==> src/rtl/systolic_array_ctrl.sv <==
// Tile sequencer for the weight-stationary systolic array.
// Walks one tile through weight preload, skewed activation streaming,
// pipeline drain and a two-phase handshaked readout of the output groups.
// Every output is a decode of the registered state, counter and latched
// tile length, so no input reaches an output in the same cycle.
module systolic_array_ctrl #(
  parameter int ROWS      = 8,
  parameter int COLS      = 8,
  parameter int SKEW      = 2,
  parameter int DRAIN_CYC = ROWS + COLS + 2,
  parameter int KW        = 8,
  parameter int CW        = 16
) (
  input  logic                     clk,
  input  logic                     rst,
  input  logic                     start,
  input  logic [KW-1:0]            k_len,
  input  logic                     abort,
  input  logic                     res_ready,
  output logic                     busy,
  output logic                     done,
  output logic                     err,
  output logic                     w_rd_en,
  output logic [$clog2(ROWS)-1:0]  w_rd_addr,
  output logic                     a_rd_en,
  output logic [CW-1:0]            a_rd_addr,
  output logic [ROWS-1:0]          row_valid,
  output logic                     sa_enable,
  output logic                     sa_load_w,
  output logic                     sa_group_sel,
  output logic                     res_valid,
  output logic                     res_group
);

  typedef enum logic [2:0] {
    IDLE,
    LOAD_W,
    STREAM,
    DRAIN,
    OUT_LO,
    OUT_HI,
    DONE
  } state_t;

  state_t        state, state_d;
  logic [CW-1:0] cnt, cnt_d;
  logic [KW-1:0] k_lat, k_d;
  logic          err_q, err_d;

  // Last counter value of STREAM: the final lane needs SKEW*(ROWS-1) extra
  // cycles beyond the k_len activation vectors.
  logic [CW-1:0] stream_last;
  assign stream_last = CW'(k_lat) + CW'(SKEW * (ROWS - 1)) - CW'(1);

  // State, phase counter, latched tile length and the registered error pulse.
  // NOTE: sequential state uses non-blocking assignments so every register
  // samples the pre-edge values, independent of statement order.
  always_ff @(posedge clk or posedge rst) begin
    if (rst) begin
      state <= IDLE;
      cnt   <= '0;
      k_lat <= '0;
      err_q <= 1'b0;
    end else begin
      state <= state_d;
      cnt   <= cnt_d;
      k_lat <= k_d;
      err_q <= err_d;
    end
  end

  // Next-state and counter sequencing; abort outranks every other transition.
  // NOTE: every variable gets a default first so no path leaves one unassigned
  // and no latch is inferred.
  always_comb begin
    state_d = state;
    cnt_d   = cnt;
    k_d     = k_lat;
    err_d   = 1'b0;
    if (state != IDLE && abort) begin
      state_d = IDLE;
      cnt_d   = '0;
    end else begin
      case (state)
        IDLE: begin
          if (start) begin
            if (k_len == '0) begin
              err_d = 1'b1;
            end else begin
              k_d     = k_len;
              state_d = LOAD_W;
              cnt_d   = '0;
            end
          end
        end
        LOAD_W: begin
          if (cnt == CW'(ROWS - 1)) begin
            state_d = STREAM;
            cnt_d   = '0;
          end else begin
            cnt_d = cnt + CW'(1);
          end
        end
        STREAM: begin
          if (cnt == stream_last) begin
            state_d = DRAIN;
            cnt_d   = '0;
          end else begin
            cnt_d = cnt + CW'(1);
          end
        end
        DRAIN: begin
          if (cnt == CW'(DRAIN_CYC - 1)) begin
            state_d = OUT_LO;
            cnt_d   = '0;
          end else begin
            cnt_d = cnt + CW'(1);
          end
        end
        // In the readout states cnt==0 marks the settle cycle; afterwards it
        // parks at 1 while the group is presented.
        OUT_LO: begin
          if (cnt == '0) begin
            cnt_d = CW'(1);
          end else if (res_ready) begin
            state_d = OUT_HI;
            cnt_d   = '0;
          end
        end
        OUT_HI: begin
          if (cnt == '0) begin
            cnt_d = CW'(1);
          end else if (res_ready) begin
            state_d = DONE;
            cnt_d   = '0;
          end
        end
        DONE: begin
          state_d = IDLE;
          cnt_d   = '0;
        end
        default: begin
          state_d = IDLE;
          cnt_d   = '0;
        end
      endcase
    end
  end

  // Moore output decode from state, counter and latched tile length.
  always_comb begin
    busy         = (state != IDLE);
    done         = (state == DONE);
    err          = err_q;
    w_rd_en      = 1'b0;
    w_rd_addr    = '0;
    a_rd_en      = 1'b0;
    a_rd_addr    = '0;
    row_valid    = '0;
    sa_enable    = 1'b0;
    sa_load_w    = 1'b0;
    sa_group_sel = 1'b0;
    res_valid    = 1'b0;
    res_group    = 1'b0;
    case (state)
      LOAD_W: begin
        sa_enable = 1'b1;
        sa_load_w = 1'b1;
        w_rd_en   = 1'b1;
        w_rd_addr = cnt[$clog2(ROWS)-1:0];
      end
      STREAM: begin
        sa_enable = 1'b1;
        a_rd_addr = cnt;
        for (int r = 0; r < ROWS; r++) begin
          row_valid[r] = (cnt >= CW'(SKEW * r)) &&
                         (cnt < CW'(SKEW * r) + CW'(k_lat));
        end
        a_rd_en = |row_valid;
      end
      DRAIN: begin
        sa_enable = 1'b1;
      end
      OUT_LO: begin
        res_valid = (cnt != '0);
      end
      OUT_HI: begin
        sa_group_sel = 1'b1;
        res_group    = 1'b1;
        res_valid    = (cnt != '0);
      end
      default: begin
      end
    endcase
  end

endmodule

==> config.mk <==
export PLATFORM = sky130hd
export DESIGN_NAME = systolic_array_ctrl
export DESIGN_NICKNAME = d
export VERILOG_FILES = /design/src/rtl/systolic_array_ctrl.sv
export SDC_FILE = /design/constraint.sdc
export NUM_CORES = 1
export LEC_CHECK = 0
export ABC_CLOCK_PERIOD_IN_PS = 3850
export BUFFER_PORTS_ARGS = -buffer_cell sky130_fd_sc_hd__buf_2
export CAP_MARGIN = 20
export CORE_MARGIN = 1
export CORE_UTILIZATION = 37
export DETAILED_ROUTE_END_ITERATION = 7
export GPL_TIMING_DRIVEN = 0
export HOLD_SLACK_MARGIN = 0.08
export PLACE_DENSITY = 0.64
export REMOVE_ABC_BUFFERS = 1
export SLEW_MARGIN = 0
export SYNTH_ARGS = -nofsm -noshare
export SYNTH_HDL_FRONTEND = slang
export SYNTH_SLANG_ARGS = --single-unit
==> constraint.sdc <==
create_clock -name clk -period 3.85 [get_ports clk]
set_input_delay 0.5775 -clock clk [delete_from_list [all_inputs] [get_ports clk]]
set_output_delay 0.5775 -clock clk [all_outputs]
set_load 0.05 [all_outputs]
# Word level (Yosys, flattened, before mapping)

Cells that the tools add are included.

Register bits: 28
Input bits: 13
Output and inout port bits: 37
Logic and storage cells: 102

Add/subtract/negate cells: 9
$lt $le $gt $ge: 16
Equality and inequality tests: 19
Multiplexer cells: 32
Bitwise logic cells: 2
Reductions and logical operators: 20

Operators with widths:

| kind                                                                    | number |
|---|---|
| 16-bit two-way mux                                                      | 9 |
| 16-bit by 9-bit < comparator with 1-bit output                          | 7 |
| 16-bit one-hot mux with 5 select lines                                  | 1 |
| 16-bit by 4-bit >= comparator with 1-bit output (second input constant) | 4 |
| 4-bit by 8-bit adder with 9-bit output (first input constant)           | 4 |
| 3-bit two-way mux                                                       | 11 |
| 16-bit by 3-bit >= comparator with 1-bit output (second input constant) | 2 |
| 3-bit inequality test (second input constant)                           | 9 |
| 3-bit by 8-bit adder with 9-bit output (first input constant)           | 2 |
| 3-bit one-hot mux with 6 select lines                                   | 1 |
| 16-bit by 1-bit adder with 16-bit output (second input constant)        | 1 |
| 16-bit == test                                                          | 1 |
| 16-bit by 3-bit == test with 1-bit output (second input constant)       | 1 |
| 16-bit by 5-bit == test with 1-bit output (second input constant)       | 1 |
| 16-bit by 1-bit >= comparator with 1-bit output (second input constant) | 1 |
| 16-bit by 2-bit >= comparator with 1-bit output (second input constant) | 1 |
| 16-bit logical NOT                                                      | 1 |
| 16-bit by 8-bit < comparator with 1-bit output                          | 1 |
| 16-bit nonzero test                                                     | 1 |
| 16-bit by 1-bit subtractor with 16-bit output (second input constant)   | 1 |
| 2-bit by 8-bit adder with 9-bit output (first input constant)           | 1 |
| 3-bit == test (second input constant)                                   | 3 |
| 1-bit logical AND                                                       | 9 |
| 1-bit two-way mux                                                       | 9 |
| other kinds (14)                                                        | 16 |

# Logic depth before layout (Yosys ltp)

Gate-level depths: netlist (run 1).

Depth in word-level cells: 6
Mapped depth: 13
Depth with buffers taken out: 12

# Worst setup path after synthesis (run 1)

No wires, ideal clock.

Path kind: flip-flop to output port
Start point: register k_lat[3]
End point: output a_rd_en
Arrival: 3368 ps
Data required time: 3273 ps
Path slack: -96 ps
Cell stages (with the launch flop): 12
Buffers on the path: 1
Path through: dfrtp_1 buf_2 inv_1 ha_1 or3_1 ha_1 a32o_1 a2111o_1 a31oi_1 nor2_1 o211a_1 a31oi_1

Word-level cells in the longest chain between the ends: 5
Elaborated cells between the ends (all ways): 25
Those cells by class: add/sub (7); order compare (8); mux (1); reduce/logical (9)

Ends and longest elaborated chain:

| what                                                                 | line | RTL |
|---|---|---|
| start, declared                                                      | 47   | `logic [KW-1:0] k_lat, k_d;` |
| start signal, assigned                                               | 67   | `k_lat <= k_d;` |
| 2-bit by 8-bit adder with 9-bit output, or another cell as far along | 177  | `(cnt < CW'(SKEW * r) + CW'(k_lat));` |
| 16-bit by 9-bit < comparator with 1-bit output                       | 177  |  |
| 1-bit logical AND                                                    | 176  | `row_valid[r] = (cnt >= CW'(SKEW * r)) &&` |
| 8-bit OR reduction *                                                 | 179  | `a_rd_en = \|row_valid;` |
| 1-bit two-way mux *                                                  | 165  | `case (state)` |
| end, declared                                                        | 25   | `output logic a_rd_en,` |

Every way passes the cells marked *; elsewhere a longest branch is shown, timed or not.

# Final worst setup path (run 1)

Ends and elaborated chain as after synthesis.

==> out/qor.txt, run 1 <==
Worst Skew -> 4.954 ps
Tightest Hold Check Type -> input pin to asynchronous set/reset pin
Fmax -> 0.2687 GHz
Buffers on Ports -> 49
P&R area growth vs syn -> 15.83%
Reg2Reg Depth -> 12
H-tree levels -> 1
Post-synth EDFFs -> 0
Syn_area_per_cell -> 7.875 sq um
Post-synth top flop -> dfrtp_1
Initial antenna violation count -> 0
Gr usage total -> 0.2005
Number of global-route vias before repair -> 3716
Minimum clock period -> 3722 ps
Cell total after placement -> 690
GPL Wtd Cong -> 0.9066
Final Slew Violations -> 0
Top-area cell type share of the netlist area -> 0.2122
Clock Pin Slew Worst Setup and Hold Paths -> 100 ps
Critical Path RT -> 3270 ps
Grt total ovfl -> 0
Non-filler cells, final -> 710
CTS tree -> yes
Peak supply drop -> 390.6 uV
Worst Setup Path Type -> flip-flop to output pin
GR met2 Demand/Resource -> 0.3361
Pwr per Cell Area -> 630.5 nW/um^2
Met3 usage -> 0.02421
N_diodes -> 0
HPWL after DPL -> 8671 um
Clk buf depth -> 2
Die Ht -> 107.6 um
Asr flop ratio synth -> 1.000
Placed inst area -> 4461 sq um
DRC -> 0
#FFs+latches synth -> 28
Most Crowded Layer GR -> met2
Total CTS buffers -> 3
Die W -> 107.6 um
Met1 Use GR -> 0.2723
Startpoint Class -> flip-flop
Synth area leader -> ha_1
Global-route wire length before repair -> 18460 um
Initial core utilization -> 0.3807
Post-synth cell types -> 66
Pin count of the biggest net entering global routing -> 28
Tcrit/Tclk final -> 0.9668
Worst slew margin -> 0.4248
Final Hold Viols -> 0
Per-cell routed wire length -> 16.34 um
CTS sink count -> 28
Worst hold margin -> 302.0 ps
Status -> completed
Clock Latency Late Sink -> 280 ps
LEAKAGE -> 2.277 nW
Share of layout cells above drive strength 1 -> 0.2018
Root Driver -> clkbuf_8
Arrival @ worst endpoint -> 3140 ps
Max-cap violations -> 0
DRT iter0 DRCs -> 238
Commonest cells post-synth -> 70 x ha_1, 50 x nand2_1, 48 x nor2_1
Detailed Routing Iterations Pass 1 -> 4
Slew @ Worst Pin -> 862.8 ps
Synth Cell Area -> 4126 sq um
Setup slack, reg-to-reg -> 210 ps
Synth warn -> 0
IO Count -> 50
Final-report setup violation count -> 0
Full die area -> 11580 sq um
Routed WL -> 11600 um
Setup crit end kind -> output pin
Antenna viol nets, final -> 0
Finished Cell Area -> 4780 sq um
Synth area leaders -> ha_1 21%, dfrtp_1 17%, xnor2_1 7.4%, nand2_1 4.5%, nor2_1 4.4%
Vias -> 3937
Most frequent cell after synthesis -> ha_1
Core Footprint -> 10840 sq um
Routed vias/inst -> 5.545
CP Max Fanout -> 6
Register area share after synthesis -> 0.1698
Num rows -> 38
Cells after synthesis -> 524
Final net count -> 655
==> metrics by stage <==
stage	worst slack, ps	TNS (ps)	util	power (mW)
finish	127.9	0	0.4409	3.013
detailed placement	-232.9	-2781	0.4115	2.561
global route	-11.36	-11.36	0.4409	3.310
global placement	-832.1	-13960	0.4078	2.499
CTS	4.238	0	0.4199	2.788
floorplan	-100.9	-100.9	-	2.072
==> cells by family (layout without fill, tap and decap cells) <==
group,after synthesis,after routing,share of synthesized area
xor gates and xnor gates,40,40,0.09006
and+or+nand+nor,211,211,0.2538
adders and majority gates,71,71,0.2147
muxes,5,5,0.01213
buffers and inverters,50,95,0.05245
DFF,28,28,0.1698
AOI/OAI and AO/OA,119,120,0.2071
==> metal layers <==
metal  part of all wire  vias to the layer above
li1                   -                     1965
met5                  0                        -
met1               0.45                     1851
met4              0.013                        0
met2               0.47                      108
met3              0.071                       13
==> layout make-up <==
cell class / instances / area, sq um
Fill cell: 1076 / 6061
Inverter: 24 / 95.09
Timing Repair Buffer: 68 / 432.9
Sequential cell: 28 / 714.4
Tap cell: 140 / 175.2
Multi-Input combinational cell: 447 / 3321
Clock buffer: 3 / 41.29
==> layout by cell type, fill, tap and decap left out, types with 5 or more instances in the layout <==
cell type / count
dfrtp_1: 17
a211oi_1: 5
a21oi_1: 18
or3_1: 8
o21ai_0: 26
xnor2_1: 34
nand2b_1: 13
nand2_1: 49
nor3_1: 15
dfrtp_2: 11
nor4_1: 5
buf_4: 16
a211o_1: 5
nor2b_1: 7
o21a_1: 5
and3_1: 10
and2_1: 21
ha_1: 65
nand3_1: 18
inv_1: 19
nor2_1: 47
mux2i_1: 5
a21o_1: 12
buf_2: 48
==> worst max-delay path, cell delays in order, from the launching register on <==
cell	delay (ps)
dfrtp_2	480
inv_4	90
ha_2	220
or3_1	370
ha_1	290
a32o_1	240
a2111o_1	390
a31oi_2	190
nor2_1	70
o211a_1	110
a31oi_1	180
buf_4	230
==> state kept, by name, summed over array words and instances (netlist names) <==
signal,count
k_lat,8
state,3
cnt,16
err,1
==> repair_timing <==
item | CTS | global route
pin swaps | 0 | 4
setup endpoints to repair | 20 | 20
gates resized for setup | 14 | 27
gates cloned | 0 | 1
hold buffers | 0 | 0
buffers inserted | 3 | 13
==> final timing paths <==
path / to / startpoint
max in group asynchronous: cnt[1]$_DFFE_PP0P_ / rst
min: err$_DFF_PP0_ / rst
min reg2reg: cnt[0]$_DFFE_PP0P_ / cnt[0]$_DFFE_PP0P_
min in group clk: k_lat[0]$_DFFE_PP0P_ / k_len[0]
max: a_rd_en / k_lat[3]$_DFFE_PP0P_
max reg2reg: cnt[6]$_DFFE_PP0P_ / k_lat[3]$_DFFE_PP0P_
==> power by group <==
part           total (mW)  internal (mW)  switching, mW
Sequential          0.532          0.361          0.172
Clock               0.167         0.0705         0.0965
Combinational        2.31          0.956           1.36
Total                3.01           1.39           1.63
Note: power is estimated with default switching activity, not from simulation.
==> inputs of run 2 (changes only) <==
==> constraint.sdc (replaced) <==
create_clock -name clk -period 3.85 [get_ports clk]
set_input_delay 0.1925 -clock clk [delete_from_list [all_inputs] [get_ports clk]]
set_output_delay 0.1925 -clock clk [all_outputs]
set_load 0.02 [all_outputs]
==> out/qor.txt, run 2 (synthesis gave the netlist of run 1 again) <==
Status -> completed
Clock Latency Late Sink -> 280 ps (about the same)
Reg2Reg Depth -> 12 (unchanged)
R2R Path End -> cnt[3]$_DFFE_PP0P_
Slew @ Worst Pin -> 946.8 ps (+84.00 ps)
Top Registers -> cnt: 16 flops, k_lat: 8 flops, state: 3 flops
Cell total after placement -> 690 (unchanged)
Max FFs per register -> 16 (unchanged)
Core Footprint -> 10840 sq um (unchanged)
IO Count -> 50 (unchanged)
Die Ht -> 107.6 um (unchanged)
GPL Wtd Cong -> 0.9066 (unchanged)
Per-cell routed wire length -> 16.29 um (-0.29%)
CTS sink count -> 28 (unchanged)
Arrival @ worst endpoint -> 3770 ps (+630 ps)
Startpoint Class -> flip-flop
N_diodes -> 0 (unchanged)
Root Driver -> clkbuf_8
Fmax -> 0.2784 GHz (+3.6%)
Number of global-route vias before repair -> 3755 (+1.0%)
Critical Path RT -> 4030 ps (+760 ps)
CP Max Fanout -> 14 (+8)
Final-report setup violation count -> 0 (unchanged)
Pre-CTS WS -> -232.9 ps (unchanged)
Non-filler cells, final -> 700 (-1.4%)
Commonest cells after routing, fill and taps aside -> 69 x ha_1, 50 x nand2_1, 50 x buf_2, 48 x nor2_1, 35 x xnor2_1
WHS Path Cells -> 3
Pin count of the biggest net entering global routing -> 24 (-14%)
Full die area -> 11580 sq um (unchanged)
Final net count -> 645 (-1.5%)
Die W -> 107.6 um (unchanged)
Max-cap violations -> 0 (unchanged)
Initial antenna violation count -> 0 (unchanged)
Commonest non-fill, non-tap cell in the layout -> ha_1
Routed WL -> 11400 um (-1.7%)
Setup slack, reg-to-reg -> 260 ps (+50 ps)
Setup crit end kind -> flip-flop
Hold endpoint -> k_lat[0]$_DFFE_PP0P_
Final Slew Violations -> 0 (unchanged)
Worst slew margin -> 0.3688 (-0.05600)
DRT iter0 DRCs -> 198 (-17%)
Hold_sp -> k_len[0]
DRC -> 0 (unchanged)
HPWL after DPL -> 8671 um (unchanged)
Routed vias/inst -> 5.579 (+0.60%)
Share of layout cells above drive strength 1 -> 0.1429 (-0.05890)
P&R area growth vs syn -> 11.61%
Worst Skew -> 9.280 ps (+4.326 ps)
Gr usage total -> 0.2043 (+0.003836)
CTS tree -> yes
Minimum clock period -> 3593 ps (-129.5 ps)
Vias -> 3905 (-0.81%)
Reg2reg start -> k_lat[2]$_DFFE_PP0P_
Buffers on Ports -> 49 (unchanged)
Final Hold Viols -> 0 (unchanged)
Antenna viol nets, final -> 0 (unchanged)
Tcrit/Tclk final -> 0.9331 (-0.03363)
Pwr per Cell Area -> 599.2 nW/um^2 (-5.0%)
Largest Register -> cnt
Total CTS buffers -> 3 (unchanged)
Peak supply drop -> 326.3 uV (-16%)
Detailed Routing Iterations Pass 1 -> 4 (unchanged)
RSZ-0062 raised after global routing -> no
Initial core utilization -> 0.3807 (unchanged)
Final worst setup slack -> 257.4 ps (+129.5 ps)
LEAKAGE -> 2.219 nW (-2.5%)
H-tree levels -> 1 (unchanged)
Tightest Hold Check Type -> input pin to flip-flop
Clk buf depth -> 2 (unchanged)
Global-route wire length before repair -> 18820 um (+1.9%)
Num rows -> 38 (unchanged)
Grt total ovfl -> 0 (unchanged)
Worst Setup Path Type -> flip-flop to flip-flop
Clock Pin Slew Worst Setup and Hold Paths -> 110 ps (about the same)
==> run 2: cell types whose count changed in the layout (fill, tap and decap cells not counted), moves of 2 or more <==
cell	delta
a2111oi_1	-2
ha_1	+4
dfrtp_1	+8
a21oi_2	-3
inv_4	-2
buf_2	+2
dfrtp_2	-8
a21oi_1	+3
a2111oi_0	+2
buf_4	-12
ha_2	-2
ha_4	-2
==> run 2: layer usage <==
layer  routed length [um]  GRT usage  vias to the layer above
li1                     -          -                     1946
met4                  188    0.05088                        0
met1                 5504     0.2763                     1844
met5                    0          0                        -
met2                 5166     0.3411                       99
met3                  543    0.02663                       16
==> run 2: repair_timing <==
| action | in CTS | in global routing |
|---|---|---|
| hold endpoints to repair | 9 | 0 |
| buffers inserted | 3 | 2 |
| endpoints found under the setup margin | 16 | 14 |
| pin swaps | 2 | 0 |
| gates resized for setup | 1 | 7 |
| hold buffers | 1 | 0 |
| cloned | 1 | 0 |
==> run 2: where the power goes <==
group	internal [mW]	total [mW]	switching, mW
Combinational	0.855	2.04	1.18
Clock	0.0707	0.174	0.103
Sequential	0.356	0.546	0.190
==> run 2: stage by stage <==
step / cell area (sq um) / util / setup TNS [ps] / hold slack (ps) / power [mW]
after global placement: 4420 / 0.4078 / -12130 / 414.5 / 2.401
final: 4606 / 0.4249 / 0 / 130.0 / 2.760
after detailed placement: 4461 / 0.4115 / -2612 / 247.3 / 2.464
after global routing: 4606 / 0.4249 / 0 / 125.9 / 3.043
after floorplan: 4000 / - / 0 / 255.6 / 1.975
after CTS: 4581 / 0.4226 / 0 / 129.1 / 2.721
==> run 2: how the worst max path moves through the flow <==
stage / start / end / slack [ps] / cells after the start
after CTS: k_lat[3]$_DFFE_PP0P_ / a_rd_en / 30 / 13
after detailed placement: k_lat[3]$_DFFE_PP0P_ / cnt[7]$_DFFE_PP0P_ / -230 / 11
final: k_lat[2]$_DFFE_PP0P_ / cnt[3]$_DFFE_PP0P_ / 260 / 12
after global routing: cnt[9]$_DFFE_PP0P_ / cnt[3]$_DFFE_PP0P_ / 0.09 / 10
after floorplan: cnt[9]$_DFFE_PP0P_ / cnt[3]$_DFFE_PP0P_ / 400 / 9
after global placement: cnt[9]$_DFFE_PP0P_ / cnt[11]$_DFFE_PP0P_ / -830 / 9
==> run 2: final cells by class <==
type                    instances  area, sq um
well taps                     140        175.2
flip-flops and latches         28        704.4
repair buffers                 58        357.8
clock buffers                   3        41.29
fillers                      1107         6235
multi-input cells             447         3233
inverters                      24        93.84
==> run 2: worst max-delay path, stage by stage, from the launching register on <==
cell and delay (ps):
dfrtp_1 520, inv_2 160, ha_1 300, a21boi_4 200, or3_1 390, a2111oi_0 470
o2bb2ai_1 210, xnor2_1 220, nand2_1 190, o31ai_4 300, buf_12 180, nor3_1 50
a211o_1 300
==> inputs of run 3 (changes only) <==
--- a/config.mk
+++ b/config.mk
@@ -14,6 +14,7 @@
 export GPL_TIMING_DRIVEN = 0
 export HOLD_SLACK_MARGIN = 0.08
 export PLACE_DENSITY = 0.64
+export RECOVER_POWER = 25
 export REMOVE_ABC_BUFFERS = 1
 export SLEW_MARGIN = 0
 export SYNTH_ARGS = -nofsm -noshare
==> out/qor.txt, run 3 (synthesis gave the netlist of run 1 again) <==
Status -> completed
Cell total after placement -> 690 (unchanged)
Critical-path top delay cell -> dfrtp_1
Max incr delay on CP -> 520 ps (about the same)
Final Slew Violations -> 0 (unchanged)
N_diodes -> 0 (unchanged)
LEAKAGE -> 2.208 nW (-0.52%)
Arrival @ worst endpoint -> 3780 ps (about the same)
Routed WL -> 11430 um (+0.21%)
Worst hold margin -> 131.2 ps (+1.213 ps)
Most Crowded Layer GR -> met2
Pwr per Cell Area -> 601.3 nW/um^2 (+0.35%)
Initial antenna violation count -> 0 (unchanged)
CTS sink count -> 28 (unchanged)
Clk buf depth -> 2 (unchanged)
Met1 Use GR -> 0.2763 (unchanged)
Pre-CTS WS -> -232.9 ps (unchanged)
Max-cap violations -> 0 (unchanged)
RSZ-0062 raised after global routing -> no
Minimum clock period -> 3604 ps (+11.31 ps)
Startpoint Class -> flip-flop
Routed vias/inst -> 5.610 (+0.56%)
Critical Path RT -> 4030 ps (about the same)
CP Max Fanout -> 14 (unchanged)
H-tree levels -> 1 (unchanged)
Crit path cell chain -> inv_2 -> ha_1 -> a21boi_4 -> or3_1 -> a2111oi_0 -> o2bb2ai_1 -> xnor2_1 -> nand2_1 -> o31ai_4 -> buf_12 -> nor3_1 -> a211o_1
Antenna viol nets, final -> 0 (unchanged)
DRT iter0 DRCs -> 202 (+2.0%)
Fmax -> 0.2775 GHz (-0.31%)
Die Ht -> 107.6 um (unchanged)
GR met2 Demand/Resource -> 0.3411 (unchanged)
Commonest cells after routing, fill and taps aside -> 69 x ha_1, 50 x nand2_1, 50 x buf_2, 48 x nor2_1, 35 x xnor2_1
Gr usage total -> 0.2043 (unchanged)
Non-filler cells, final -> 700 (unchanged)
Commonest non-fill, non-tap cell in the layout -> ha_1
Reg2Reg Depth -> 12 (unchanged)
Worst Setup Path Type -> flip-flop to flip-flop
Number of global-route vias before repair -> 3755 (unchanged)
HPWL after DPL -> 8671 um (unchanged)
Max FFs per register -> 16 (unchanged)
Multi-input gate area -> 3233 sq um (unchanged)
Core Footprint -> 10840 sq um (unchanged)
Per-cell routed wire length -> 16.32 um (+0.21%)
Full die area -> 11580 sq um (unchanged)
Worst Skew -> 6.616 ps (-2.664 ps)
Grt total ovfl -> 0 (unchanged)
Buffers on Ports -> 49 (unchanged)
Top Registers -> cnt: 16 flops, k_lat: 8 flops, state: 3 flops
P&R area growth vs syn -> 11.04%
WHS Path Cells -> 3 (unchanged)
Register area -> 704.4 sq um (unchanged)
Setup crit end kind -> flip-flop
Root Driver -> clkbuf_8
Peak supply drop -> 324.4 uV (-0.58%)
Fillers -> 1108 (+0.090%)
Largest Register -> cnt
Num rows -> 38 (unchanged)
GPL Wtd Cong -> 0.9066 (unchanged)
Clock Latency Late Sink -> 280 ps (about the same)
Vias -> 3927 (+0.56%)
DRC -> 0 (unchanged)
IO Count -> 50 (unchanged)
Share of layout cells above drive strength 1 -> 0.1411 (-0.001786)
Final net count -> 645 (unchanged)
Worst slew margin -> 0.2432 (-0.1256)
Met3 usage -> 0.02663 (unchanged)
Clock Pin Slew Worst Setup and Hold Paths -> 110 ps (about the same)
Final worst setup slack -> 246.1 ps (-11.30 ps)
Global-route wire length before repair -> 18820 um (unchanged)
CTS tree -> yes
Pin count of the biggest net entering global routing -> 24 (unchanged)
Tcrit/Tclk final -> 0.9361 (+0.002936)
Tightest Hold Check Type -> input pin to flip-flop
Total CTS buffers -> 3 (unchanged)
Final-report setup violation count -> 0 (unchanged)
Detailed Routing Iterations Pass 1 -> 5 (+1)
Power Total -> 2.755 mW (-0.17%)
Final Hold Viols -> 0 (unchanged)
Initial core utilization -> 0.3807 (unchanged)
Die W -> 107.6 um (unchanged)
Slew @ Worst Pin -> 1135 ps (+188.4 ps)
==> run 3: changes by cell type in the layout (fill, tap and decap cells not counted), sizes merged <==
cell,change
clkbuf,+1
buf,-1
==> run 3: layout make-up <==
class	count	share of cell area
multi-input combinational	447	0.7056
timing repair buffer	58	0.07291
inverter	24	0.02048
clock buffer	3	0.009011
tap	140	0.03823
sequential	28	0.1537
==> run 3: worst max-delay path, delay by kind of cell, from the launching register on <==
family	cells	cell delay, ps
AOI/OAI and AO/OA	5	1490
and+or+nand+nor	3	630
xor gates and xnor gates	1	220
DFF	1	520
buffers and inverters	2	340
adders and majority gates	1	300
==> run 3: repair_timing <==
| item | 4_1_cts | 5_1_grt |
|---|---|---|
| buffers inserted | 3 | 2 |
| gates cloned | 1 | 0 |
| setup endpoints to repair | 16 | 14 |
| gates resized for setup | 1 | 7 |
| endpoints found under the hold margin | 9 | 0 |
| pin swaps | 2 | 0 |
| hold buffers | 1 | 0 |
==> run 3: report_power, final <==
group          switching (mW)  leakage [nW]  internal [mW]
clock network           0.100        0.0216         0.0706
registers               0.191         0.370          0.356
logic                    1.18          1.82          0.853
total                    1.48          2.21           1.28
==> run 3: final timing paths <==
path                                      startpoint                    to  slack [ps]
min in group asynchronous                        rst         err$_DFF_PP0_         420
max in group asynchronous                        rst   cnt[11]$_DFFE_PP0P_        2070
worst max-delay path            k_lat[2]$_DFFE_PP0P_    cnt[3]$_DFFE_PP0P_         250
worst max register to register  k_lat[2]$_DFFE_PP0P_    cnt[3]$_DFFE_PP0P_         250
worst min register to register    cnt[0]$_DFFE_PP0P_    cnt[0]$_DFFE_PP0P_         600
worst min-delay path                        k_len[0]  k_lat[0]$_DFFE_PP0P_         130
==> run 3: per-layer routing <==
metal	routed length (um)	up-vias
met1	5431	1834
met2	5132	130
met3	652	18
li1	-	1945
met5	0	-
met4	209	0
==> run 3: through the flow <==
| step | cell area (sq um) | setup TNS [ps] | util |
|---|---|---|---|
| 2_1_floorplan | 4000 | 0 | - |
| 3_3_place_gp | 4420 | -12130 | 0.4078 |
| 3_5_place_dp | 4461 | -2612 | 0.4115 |
| 4_1_cts | 4581 | 0 | 0.4226 |
| 5_1_grt | 4582 | 0 | 0.4227 |
| 6_report | 4582 | 0 | 0.4227 |
